--- config.mk ---
export PLATFORM = sky130hd
export DESIGN_NAME = reorder_buffer_flat
export DESIGN_NICKNAME = d
export VERILOG_FILES = /design/src/rtl/reorder_buffer_if.sv /design/src/rtl/reorder_buffer.sv /design/src/flat_wrapper.sv
export SDC_FILE = /design/constraint.sdc
export NUM_CORES = 2
export LEC_CHECK = 0
export CORE_UTILIZATION = 50
export DETAILED_ROUTE_END_ITERATION = 8
export DONT_BUFFER_PORTS = 1
export PLACE_DENSITY = 0.68
export SLEW_MARGIN = 5
export SYNTH_ARGS = -nofsm -noshare
export SYNTH_HDL_FRONTEND = slang
export SYNTH_SLANG_ARGS = --single-unit
--- constraint.sdc ---
create_clock -name clk -period 6.2 [get_ports clk]
set_clock_uncertainty 0.15 [all_clocks]
set_input_delay 0.62 -clock clk [delete_from_list [all_inputs] [get_ports clk]]
set_output_delay 0.62 -clock clk [all_outputs]
set_load 0.1 [all_outputs]
--- src/rtl/reorder_buffer_if.sv ---
// Issue / write-back / retire bus of the reorder buffer.
// master: issue stage + reservation station side; slave: the reorder buffer.
interface reorder_buffer_if #(
  parameter int unsigned TAG_W = 4,
  parameter int unsigned XLEN  = 32
);
  // allocation from issue
  logic             alloc_valid;
  logic [1:0]       alloc_type;
  logic [4:0]       alloc_rd;
  logic [XLEN-1:0]  alloc_pc;
  logic             alloc_pred;
  logic             alloc_ready;
  logic [TAG_W-1:0] alloc_tag;
  // write-back from the reservation station
  logic             wb_valid;
  logic [TAG_W-1:0] wb_tag;
  logic [XLEN-1:0]  wb_value;
  logic             wb_taken;
  logic [XLEN-1:0]  wb_target;
  // operand lookup
  logic [TAG_W-1:0] query_tag;
  logic             query_ready;
  logic [XLEN-1:0]  query_value;
  // retire
  logic             commit_valid;
  logic             commit_store;
  logic [4:0]       commit_rd;
  logic [XLEN-1:0]  commit_value;
  logic [TAG_W-1:0] commit_tag;
  logic             flush;
  logic [XLEN-1:0]  flush_pc;
  logic [TAG_W:0]   count;

  modport master (
    output alloc_valid, alloc_type, alloc_rd, alloc_pc, alloc_pred,
    output wb_valid, wb_tag, wb_value, wb_taken, wb_target, query_tag,
    input  alloc_ready, alloc_tag, query_ready, query_value,
    input  commit_valid, commit_store, commit_rd, commit_value, commit_tag,
    input  flush, flush_pc, count
  );

  modport slave (
    input  alloc_valid, alloc_type, alloc_rd, alloc_pc, alloc_pred,
    input  wb_valid, wb_tag, wb_value, wb_taken, wb_target, query_tag,
    output alloc_ready, alloc_tag, query_ready, query_value,
    output commit_valid, commit_store, commit_rd, commit_value, commit_tag,
    output flush, flush_pc, count
  );
endinterface

--- src/rtl/reorder_buffer.sv ---
// Circular reorder buffer: allocates tags at issue, absorbs write-back,
// retires strictly in order and flushes on a branch mispredict found at retire.
// Optional macro ROB_BYPASS_EN: forwards a same-cycle write-back to the query port.
module reorder_buffer #(
  parameter int unsigned ROB_SIZE = 16,
  parameter int unsigned TAG_W    = 4,
  parameter int unsigned XLEN     = 32
) (
  input logic             clk,
  input logic             rst,
  input logic             rdy,
  reorder_buffer_if.slave rob
);
  localparam int unsigned CNT_W     = TAG_W + 1;
  localparam logic [1:0]  TY_REG    = 2'd0;
  localparam logic [1:0]  TY_STORE  = 2'd1;
  localparam logic [1:0]  TY_BRANCH = 2'd2;
  localparam logic [1:0]  TY_JUMP   = 2'd3;

  logic [ROB_SIZE-1:0] busy_q;
  logic [ROB_SIZE-1:0] done_q;
  logic [ROB_SIZE-1:0] pred_q;
  logic [ROB_SIZE-1:0] taken_q;
  logic [1:0]          type_q   [ROB_SIZE];
  logic [4:0]          rd_q     [ROB_SIZE];
  logic [XLEN-1:0]     pc_q     [ROB_SIZE];
  logic [XLEN-1:0]     value_q  [ROB_SIZE];
  logic [XLEN-1:0]     target_q [ROB_SIZE];
  logic [TAG_W-1:0]    head_q;
  logic [TAG_W-1:0]    tail_q;
  logic [CNT_W-1:0]    count_q;

  logic retire_c;
  logic mispredict_c;
  logic alloc_c;
  logic wb_c;

  // occupancy-derived handshake outputs
  assign rob.alloc_ready = (count_q < CNT_W'(ROB_SIZE));
  assign rob.alloc_tag   = tail_q;
  assign rob.count       = count_q;

  // retire / allocate / write-back qualifiers; a mispredict drops the allocate
  always_comb begin
    retire_c     = rdy & busy_q[head_q] & done_q[head_q];
    mispredict_c = retire_c && (type_q[head_q] == TY_BRANCH) &&
                   (taken_q[head_q] != pred_q[head_q]);
    alloc_c      = rdy & rob.alloc_valid & rob.alloc_ready & ~mispredict_c;
    wb_c         = rdy & rob.wb_valid & busy_q[rob.wb_tag];
  end

  // operand lookup, optionally forwarding the in-flight write-back
  always_comb begin
    rob.query_ready = busy_q[rob.query_tag] & done_q[rob.query_tag];
    rob.query_value = value_q[rob.query_tag];
`ifdef ROB_BYPASS_EN
    if (rob.wb_valid && (rob.wb_tag == rob.query_tag)) begin
      rob.query_ready = 1'b1;
      rob.query_value = rob.wb_value;
    end
`endif
  end

  // entry payload storage; validity is tracked by busy/done only
  always_ff @(posedge clk) begin
    if (alloc_c) begin
      type_q[tail_q] <= rob.alloc_type;
      rd_q[tail_q]   <= rob.alloc_rd;
      pc_q[tail_q]   <= rob.alloc_pc;
      pred_q[tail_q] <= rob.alloc_pred;
    end
    if (wb_c) begin
      value_q[rob.wb_tag]  <= rob.wb_value;
      taken_q[rob.wb_tag]  <= rob.wb_taken;
      target_q[rob.wb_tag] <= rob.wb_target;
    end
  end

  // pointers, status bits, occupancy and registered retire outputs
  always_ff @(posedge clk or negedge rst) begin
    if (!rst) begin
      busy_q           <= '0;
      done_q           <= '0;
      head_q           <= '0;
      tail_q           <= '0;
      count_q          <= '0;
      rob.commit_valid <= 1'b0;
      rob.commit_store <= 1'b0;
      rob.commit_rd    <= '0;
      rob.commit_value <= '0;
      rob.commit_tag   <= '0;
      rob.flush        <= 1'b0;
      rob.flush_pc     <= '0;
    end else begin
      rob.commit_valid <= 1'b0;
      rob.commit_store <= 1'b0;
      rob.flush        <= 1'b0;
      if (mispredict_c) begin
        busy_q       <= '0;
        head_q       <= '0;
        tail_q       <= '0;
        count_q      <= '0;
        rob.flush    <= 1'b1;
        rob.flush_pc <= taken_q[head_q] ? target_q[head_q]
                                        : pc_q[head_q] + XLEN'(4);
      end else begin
        if (retire_c) begin
          busy_q[head_q] <= 1'b0;
          head_q         <= head_q + TAG_W'(1);
          unique case (type_q[head_q])
            TY_REG, TY_JUMP: begin
              if (rd_q[head_q] != 5'd0) begin
                rob.commit_valid <= 1'b1;
                rob.commit_rd    <= rd_q[head_q];
                rob.commit_value <= value_q[head_q];
                rob.commit_tag   <= head_q;
              end
            end
            TY_STORE: begin
              rob.commit_valid <= 1'b1;
              rob.commit_store <= 1'b1;
              rob.commit_rd    <= 5'd0;
              rob.commit_value <= value_q[head_q];
              rob.commit_tag   <= head_q;
            end
            default: ;
          endcase
        end
        if (wb_c) begin
          done_q[rob.wb_tag] <= 1'b1;
        end
        if (alloc_c) begin
          busy_q[tail_q] <= 1'b1;
          done_q[tail_q] <= 1'b0;
          tail_q         <= tail_q + TAG_W'(1);
        end
        unique case ({alloc_c, retire_c})
          2'b10:   count_q <= count_q + CNT_W'(1);
          2'b01:   count_q <= count_q - CNT_W'(1);
          default: ;
        endcase
      end
    end
  end
endmodule

--- src/flat_wrapper.sv ---
// flat-port wrapper written by rule: the top's interface ports become plain ports
module reorder_buffer_flat 
#(
  parameter int unsigned ROB_SIZE = 16,
  parameter int unsigned TAG_W    = 4,
  parameter int unsigned XLEN     = 32
)
  (clk, rst, rdy, rob_alloc_valid, rob_alloc_type, rob_alloc_rd, rob_alloc_pc, rob_alloc_pred, rob_wb_valid, rob_wb_tag, rob_wb_value, rob_wb_taken, rob_wb_target, rob_query_tag, rob_alloc_ready, rob_alloc_tag, rob_query_ready, rob_query_value, rob_commit_valid, rob_commit_store, rob_commit_rd, rob_commit_value, rob_commit_tag, rob_flush, rob_flush_pc, rob_count);
  reorder_buffer_if #(.TAG_W(TAG_W), .XLEN(XLEN)) rob_i ();
  input logic clk;
  input logic rst;
  input logic rdy;
  input wire logic [$bits(rob_i.alloc_valid)-1:0] rob_alloc_valid;
  input wire logic [$bits(rob_i.alloc_type)-1:0] rob_alloc_type;
  input wire logic [$bits(rob_i.alloc_rd)-1:0] rob_alloc_rd;
  input wire logic [$bits(rob_i.alloc_pc)-1:0] rob_alloc_pc;
  input wire logic [$bits(rob_i.alloc_pred)-1:0] rob_alloc_pred;
  input wire logic [$bits(rob_i.wb_valid)-1:0] rob_wb_valid;
  input wire logic [$bits(rob_i.wb_tag)-1:0] rob_wb_tag;
  input wire logic [$bits(rob_i.wb_value)-1:0] rob_wb_value;
  input wire logic [$bits(rob_i.wb_taken)-1:0] rob_wb_taken;
  input wire logic [$bits(rob_i.wb_target)-1:0] rob_wb_target;
  input wire logic [$bits(rob_i.query_tag)-1:0] rob_query_tag;
  output wire logic [$bits(rob_i.alloc_ready)-1:0] rob_alloc_ready;
  output wire logic [$bits(rob_i.alloc_tag)-1:0] rob_alloc_tag;
  output wire logic [$bits(rob_i.query_ready)-1:0] rob_query_ready;
  output wire logic [$bits(rob_i.query_value)-1:0] rob_query_value;
  output wire logic [$bits(rob_i.commit_valid)-1:0] rob_commit_valid;
  output wire logic [$bits(rob_i.commit_store)-1:0] rob_commit_store;
  output wire logic [$bits(rob_i.commit_rd)-1:0] rob_commit_rd;
  output wire logic [$bits(rob_i.commit_value)-1:0] rob_commit_value;
  output wire logic [$bits(rob_i.commit_tag)-1:0] rob_commit_tag;
  output wire logic [$bits(rob_i.flush)-1:0] rob_flush;
  output wire logic [$bits(rob_i.flush_pc)-1:0] rob_flush_pc;
  output wire logic [$bits(rob_i.count)-1:0] rob_count;
  assign rob_i.alloc_valid = rob_alloc_valid;
  assign rob_i.alloc_type = rob_alloc_type;
  assign rob_i.alloc_rd = rob_alloc_rd;
  assign rob_i.alloc_pc = rob_alloc_pc;
  assign rob_i.alloc_pred = rob_alloc_pred;
  assign rob_i.wb_valid = rob_wb_valid;
  assign rob_i.wb_tag = rob_wb_tag;
  assign rob_i.wb_value = rob_wb_value;
  assign rob_i.wb_taken = rob_wb_taken;
  assign rob_i.wb_target = rob_wb_target;
  assign rob_i.query_tag = rob_query_tag;
  assign rob_alloc_ready = rob_i.alloc_ready;
  assign rob_alloc_tag = rob_i.alloc_tag;
  assign rob_query_ready = rob_i.query_ready;
  assign rob_query_value = rob_i.query_value;
  assign rob_commit_valid = rob_i.commit_valid;
  assign rob_commit_store = rob_i.commit_store;
  assign rob_commit_rd = rob_i.commit_rd;
  assign rob_commit_value = rob_i.commit_value;
  assign rob_commit_tag = rob_i.commit_tag;
  assign rob_flush = rob_i.flush;
  assign rob_flush_pc = rob_i.flush_pc;
  assign rob_count = rob_i.count;
  reorder_buffer #(.ROB_SIZE(ROB_SIZE), .TAG_W(TAG_W), .XLEN(XLEN)) u_core (.clk(clk), .rst(rst), .rdy(rdy), .rob(rob_i));
endmodule
==> summary.md <==
In this run the number of H-tree levels came out at 4. The count of input and output buffers was 0; the placeable core region was 144400 um^2. The multi-input combinational cell area was 18810 um^2; the ratio of routed vias to standard cells was 6.599.

The floorplan step defined a die boundary enclosing 147800 um^2. The share of cells above drive strength 1 was 0.3030; the DRC violations left was 0. During synthesis, Yosys emitted a total of 0 warnings. The placed instances occupy a cell area of 75500 um^2.

The number of flip-flops and latches in the synthesized netlist is 1801. The number of clock buffers inserted by TritonCTS came out at 174. The total routing resource utilization after global routing is 0.2476.

The number of global-route vias before repair is 36980, and the count of vias placed by the detailed router is 36120. The proportion of power drawn by flip-flops and latches was 0.450; the routed length on met1 was 69480 um. In the final routed layout, each cell accounts on average for 33.07 um. In this run the power spent charging and discharging nets is 11.47 mW.

After layout, the minimum clock period comes to 5.030 ns. The sequential fraction of the synthesis area is 0.7311. The run gives 0.1578 as the relative max-transition margin. The number of nets in the synthesized netlist is 3386. The end-of-flow core utilization is 0.5701, and the number of hold-slack violations in the final timing report is 0. Net switching share of the total power: 0.3240. The total overflow left after global routing is 0. The critical path start-end classification was register to register. The count of different cell masters after synthesis was 59.

The main flop type after synthesis is sky130_fd_sc_hd__edfxtp_1. The clock-pin slew on the worst setup and hold paths works out to 0.06 ns. Setup repair after global routing left no endpoint under its margin. The congestion estimate from routability-driven global placement came to 0.8593. The run gives 5 as the count of TritonRoute iterations in the first routing pass. Row generation in the floorplan step produced 139 rows. The synthesized cell area is 73140 um^2, and the leakage dissipation is 26.07 nW. The width of the die is 384.5 um. Cell internal power was estimated by the tool at 23.93 mW. Yosys mapped a number of flops with a built-in enable equal to 1680. Setup total negative slack on the finished layout was measured at 0 ns. The remaining antenna violation count after routing was 0. The share of total power in combinational logic was 0.255.

The clock passes through at most 3 buffers. Type of the most critical hold path: input pin to register. The filler cells instantiated in the layout total 10160.

Clock latency reported for the late side of the worst-skew pair: 0.82 ns. Dividing total power by cell area gives a power density of 430.2 nW/um^2. Along the worst path, the maximum fanout reaches 49. Data arrives at the worst endpoint at 5.58 ns. The initial core utilization is 0.5067. For the sum of met3 wire segment lengths after detailed routing, the log shows 18480 um. The run gives 0 as the max capacitance violation total. The number of antenna violations at the first check in global routing is 36. The clock network power share is 0.295, and the area overhead of the layout relative to synthesis is 12.52%. Entering global routing, the biggest net connects 142 pins. A synthesized cell averages 22.50 um^2.

The max-slew violation count is 0. The part of the cycle the worst path needs was 0.8112; the vertical extent of the die was 384.5 um. Counting every sink on the clock net gives 1801.

The top layer used by detailed routing is met5. The number of I/O pins came out at 237. In the final layout, flip-flops and latches occupy 53490 um^2.

The slew at the pin closest to its max-slew limit is 1.259 ns, and the post-route standard cell area excluding fillers is 82290 um^2. In the detailed route, the total length drawn on met2 is 88340 um. In the synthesized netlist, the number of instances is 3251. Timing would allow up to 198.8 MHz.

The final wirelength is 181000 um, and the wire length of the first global-routing pass is 260100 um. TritonCTS built the clock tree. At the end of the flow, the number of nets in the layout was 3548.

The flow ran to the end, and the final reports show no timing, DRC or antenna violations. The share of flip-flops with an asynchronous set or reset is 0.06718, and the number of DRC markers in iteration 0 is 4453. Setup violations remaining at the end of the flow were counted as 0. STA classifies the critical path endpoint as a register. At the worst endpoint, the required time is 6.75 ns.

STA classifies the critical path startpoint as a register. The maximum vdd drop was 0.0003581 V. The HPWL after detailed placement is 99960 um. The cell sitting at the root of the clock tree is a sky130_fd_sc_hd__clkbuf_16.
[layer usage]
layer | GRT usage | up-vias
met1 | 0.3394 | 19490
li1 | - | 14330
met3 | 0.06871 | 319
met4 | 0.06820 | 30
met2 | 0.3930 | 1957
met5 | 0 | -
[sequential cells by signal (all words and copies together), names as in the netlist, 5 cells and up]
register and cells:
u_core.busy_q 16, u_core.done_q 16, u_core.pc_q 512, u_core.pred_q 16
u_core.rd_q 80, u_core.rob.commit_rd 5, u_core.rob.commit_value 32, u_core.rob.count 5
u_core.rob.flush_pc 32, u_core.taken_q 16, u_core.target_q 512, u_core.type_q 32
u_core.value_q 512
[per-stage QoR]
stage / setup slack (ns) / std cells / hold WS, ns / power [mW]
after floorplan: 0.3435 / 3251 / 0.1744 / 22.58
after global placement: 1.203 / 5029 / 0.1870 / 24.82
after detailed placement: 1.138 / 5029 / 0.1872 / 24.98
after CTS: 1.102 / 5467 / 0.06770 / 35.57
after global routing: 0.6635 / 5469 / 0.1145 / 36.54
final: 1.170 / 5473 / 0.1242 / 35.40
[layout by cell type, fill, tap and decap left out, drive strengths merged, types with 17 or more instances in the layout]
master and count:
a21oi 57, a22oi 44, and2 17, buf 82, clkbuf 231, clkinv 74, dfrtp 121, dlygate4sd3 110
edfxtp 1680, inv 23, mux2 37, mux4 667, nand2 84, nand3 42, nor2 61, o21ai 54
xor2 22
[cell families (layout without fill, tap and decap cells)]
logic type      Yosys count  after routing  share of synthesized area
compound gates          204            204                    0.01774
other cells               0              6                          0
simple gates            262            262                    0.01735
fa+ha+maj                17             17                   0.003011
buf+inv                 222            535                    0.01447
mux                     715            715                     0.2127
xor+xnor                 30             30                   0.003592
flops                  1801           1801                     0.7311
[worst max-delay path: stages, from the launching register on]
cell	delay, ns
sky130_fd_sc_hd__dfrtp_4	0.76
sky130_fd_sc_hd__buf_4	0.85
sky130_fd_sc_hd__buf_4	0.74
sky130_fd_sc_hd__mux4_2	0.38
sky130_fd_sc_hd__a22oi_1	0.09
sky130_fd_sc_hd__nand2_1	0.26
sky130_fd_sc_hd__ha_1	0.28
sky130_fd_sc_hd__nand3_1	0.22
sky130_fd_sc_hd__nor4_4	0.63
sky130_fd_sc_hd__nand3_1	0.18
sky130_fd_sc_hd__xor2_1	0.18
sky130_fd_sc_hd__o22ai_1	0.16
[repair_timing]
action / 4_1_cts / 5_1_grt
hold buffers: 111 / 0
buffers inserted: 0 / 0
hold endpoints to repair: 1834 / 0
gates resized for setup: 0 / 0
[worst paths after layout]
| check | from | to | slack (ns) | cells after the start |
|---|---|---|---|---|
| setup / recovery | u_core.head_q[0]$_DFFE_PN0P_ | u_core.rob.flush_pc[28]$_DFFE_PN0N_ | 1.17 | 11 |
| setup reg to reg | u_core.head_q[0]$_DFFE_PN0P_ | u_core.rob.flush_pc[28]$_DFFE_PN0N_ | 1.17 | 11 |
| max in group asynchronous | rst | u_core.rob.commit_value[18]$_DFFE_PN0P_ | 4.88 | 2 |
| hold reg to reg | u_core.done_q[13]$_DFFE_PN0P_ | u_core.done_q[13]$_DFFE_PN0P_ | 0.36 | 2 |
| hold / removal | rdy | u_core.rob.alloc_tag[0]$_DFFE_PN0P_ | 0.12 | 3 |
| min in group asynchronous | rst | u_core.rob.flush_pc[7]$_DFFE_PN0N_ | 0.28 | 2 |
[power by group through the flow]
stage               combinational, mW  sequential [mW]  clock, mW
floorplan                        6.82             15.8          0
global placement                 8.69             16.1          0
detailed placement               8.81             16.2          0
CTS                              9.07             15.9       10.6
global route                     9.53             16.0       11.0
finish                           9.03             15.9       10.5
[area by class of cell]
cell class	count	share of cell area
Tap cell	1903	0.02893
Clock buffer	231	0.05814
Multi-Input combinational cell	1228	0.2285
Antenna cell	6	0.0001824
Inverter	16	0.0007298
Timing Repair Buffer	192	0.02293
Clock inverter	96	0.01057
Sequential cell	1801	0.6500
[synthesized netlist by cell type, types with 6 or more instances]
| cell | instances | share of area |
|---|---|---|
| sky130_fd_sc_hd__xor2_1 | 22 | 0.0026 |
| sky130_fd_sc_hd__mux2i_1 | 10 | 0.0014 |
| sky130_fd_sc_hd__edfxtp_1 | 1680 | 0.69 |
| sky130_fd_sc_hd__o21ai_1 | 13 | 0.00089 |
| sky130_fd_sc_hd__xnor2_1 | 8 | 0.00096 |
| sky130_fd_sc_hd__nand2_1 | 84 | 0.0043 |
| sky130_fd_sc_hd__buf_4 | 12 | 0.0012 |
| sky130_fd_sc_hd__inv_1 | 14 | 0.00072 |
| sky130_fd_sc_hd__dfrtp_1 | 121 | 0.041 |
| sky130_fd_sc_hd__nand4_1 | 15 | 0.0013 |
| sky130_fd_sc_hd__clkbuf_1 | 111 | 0.0057 |
| sky130_fd_sc_hd__mux4_2 | 666 | 0.21 |
| sky130_fd_sc_hd__mux2_2 | 34 | 0.0052 |
| sky130_fd_sc_hd__ha_1 | 16 | 0.0027 |
| sky130_fd_sc_hd__buf_2 | 50 | 0.0034 |
| sky130_fd_sc_hd__a32o_1 | 9 | 0.0012 |
| sky130_fd_sc_hd__nand3_1 | 42 | 0.0029 |
| sky130_fd_sc_hd__nor2_1 | 61 | 0.0031 |
| sky130_fd_sc_hd__a21oi_1 | 57 | 0.0039 |
| sky130_fd_sc_hd__a22oi_1 | 44 | 0.0045 |
| sky130_fd_sc_hd__a22o_1 | 6 | 0.00072 |
| sky130_fd_sc_hd__a31o_2 | 6 | 0.00072 |
| sky130_fd_sc_hd__buf_6 | 12 | 0.0018 |
| sky130_fd_sc_hd__o21ai_0 | 41 | 0.0028 |
| sky130_fd_sc_hd__buf_1 | 19 | 0.00098 |
| sky130_fd_sc_hd__and3_1 | 7 | 0.00060 |
| sky130_fd_sc_hd__o211ai_1 | 6 | 0.00062 |
| sky130_fd_sc_hd__nor3_1 | 11 | 0.00075 |
| sky130_fd_sc_hd__and2_1 | 16 | 0.0014 |
(Power assumes the default switching activity.)
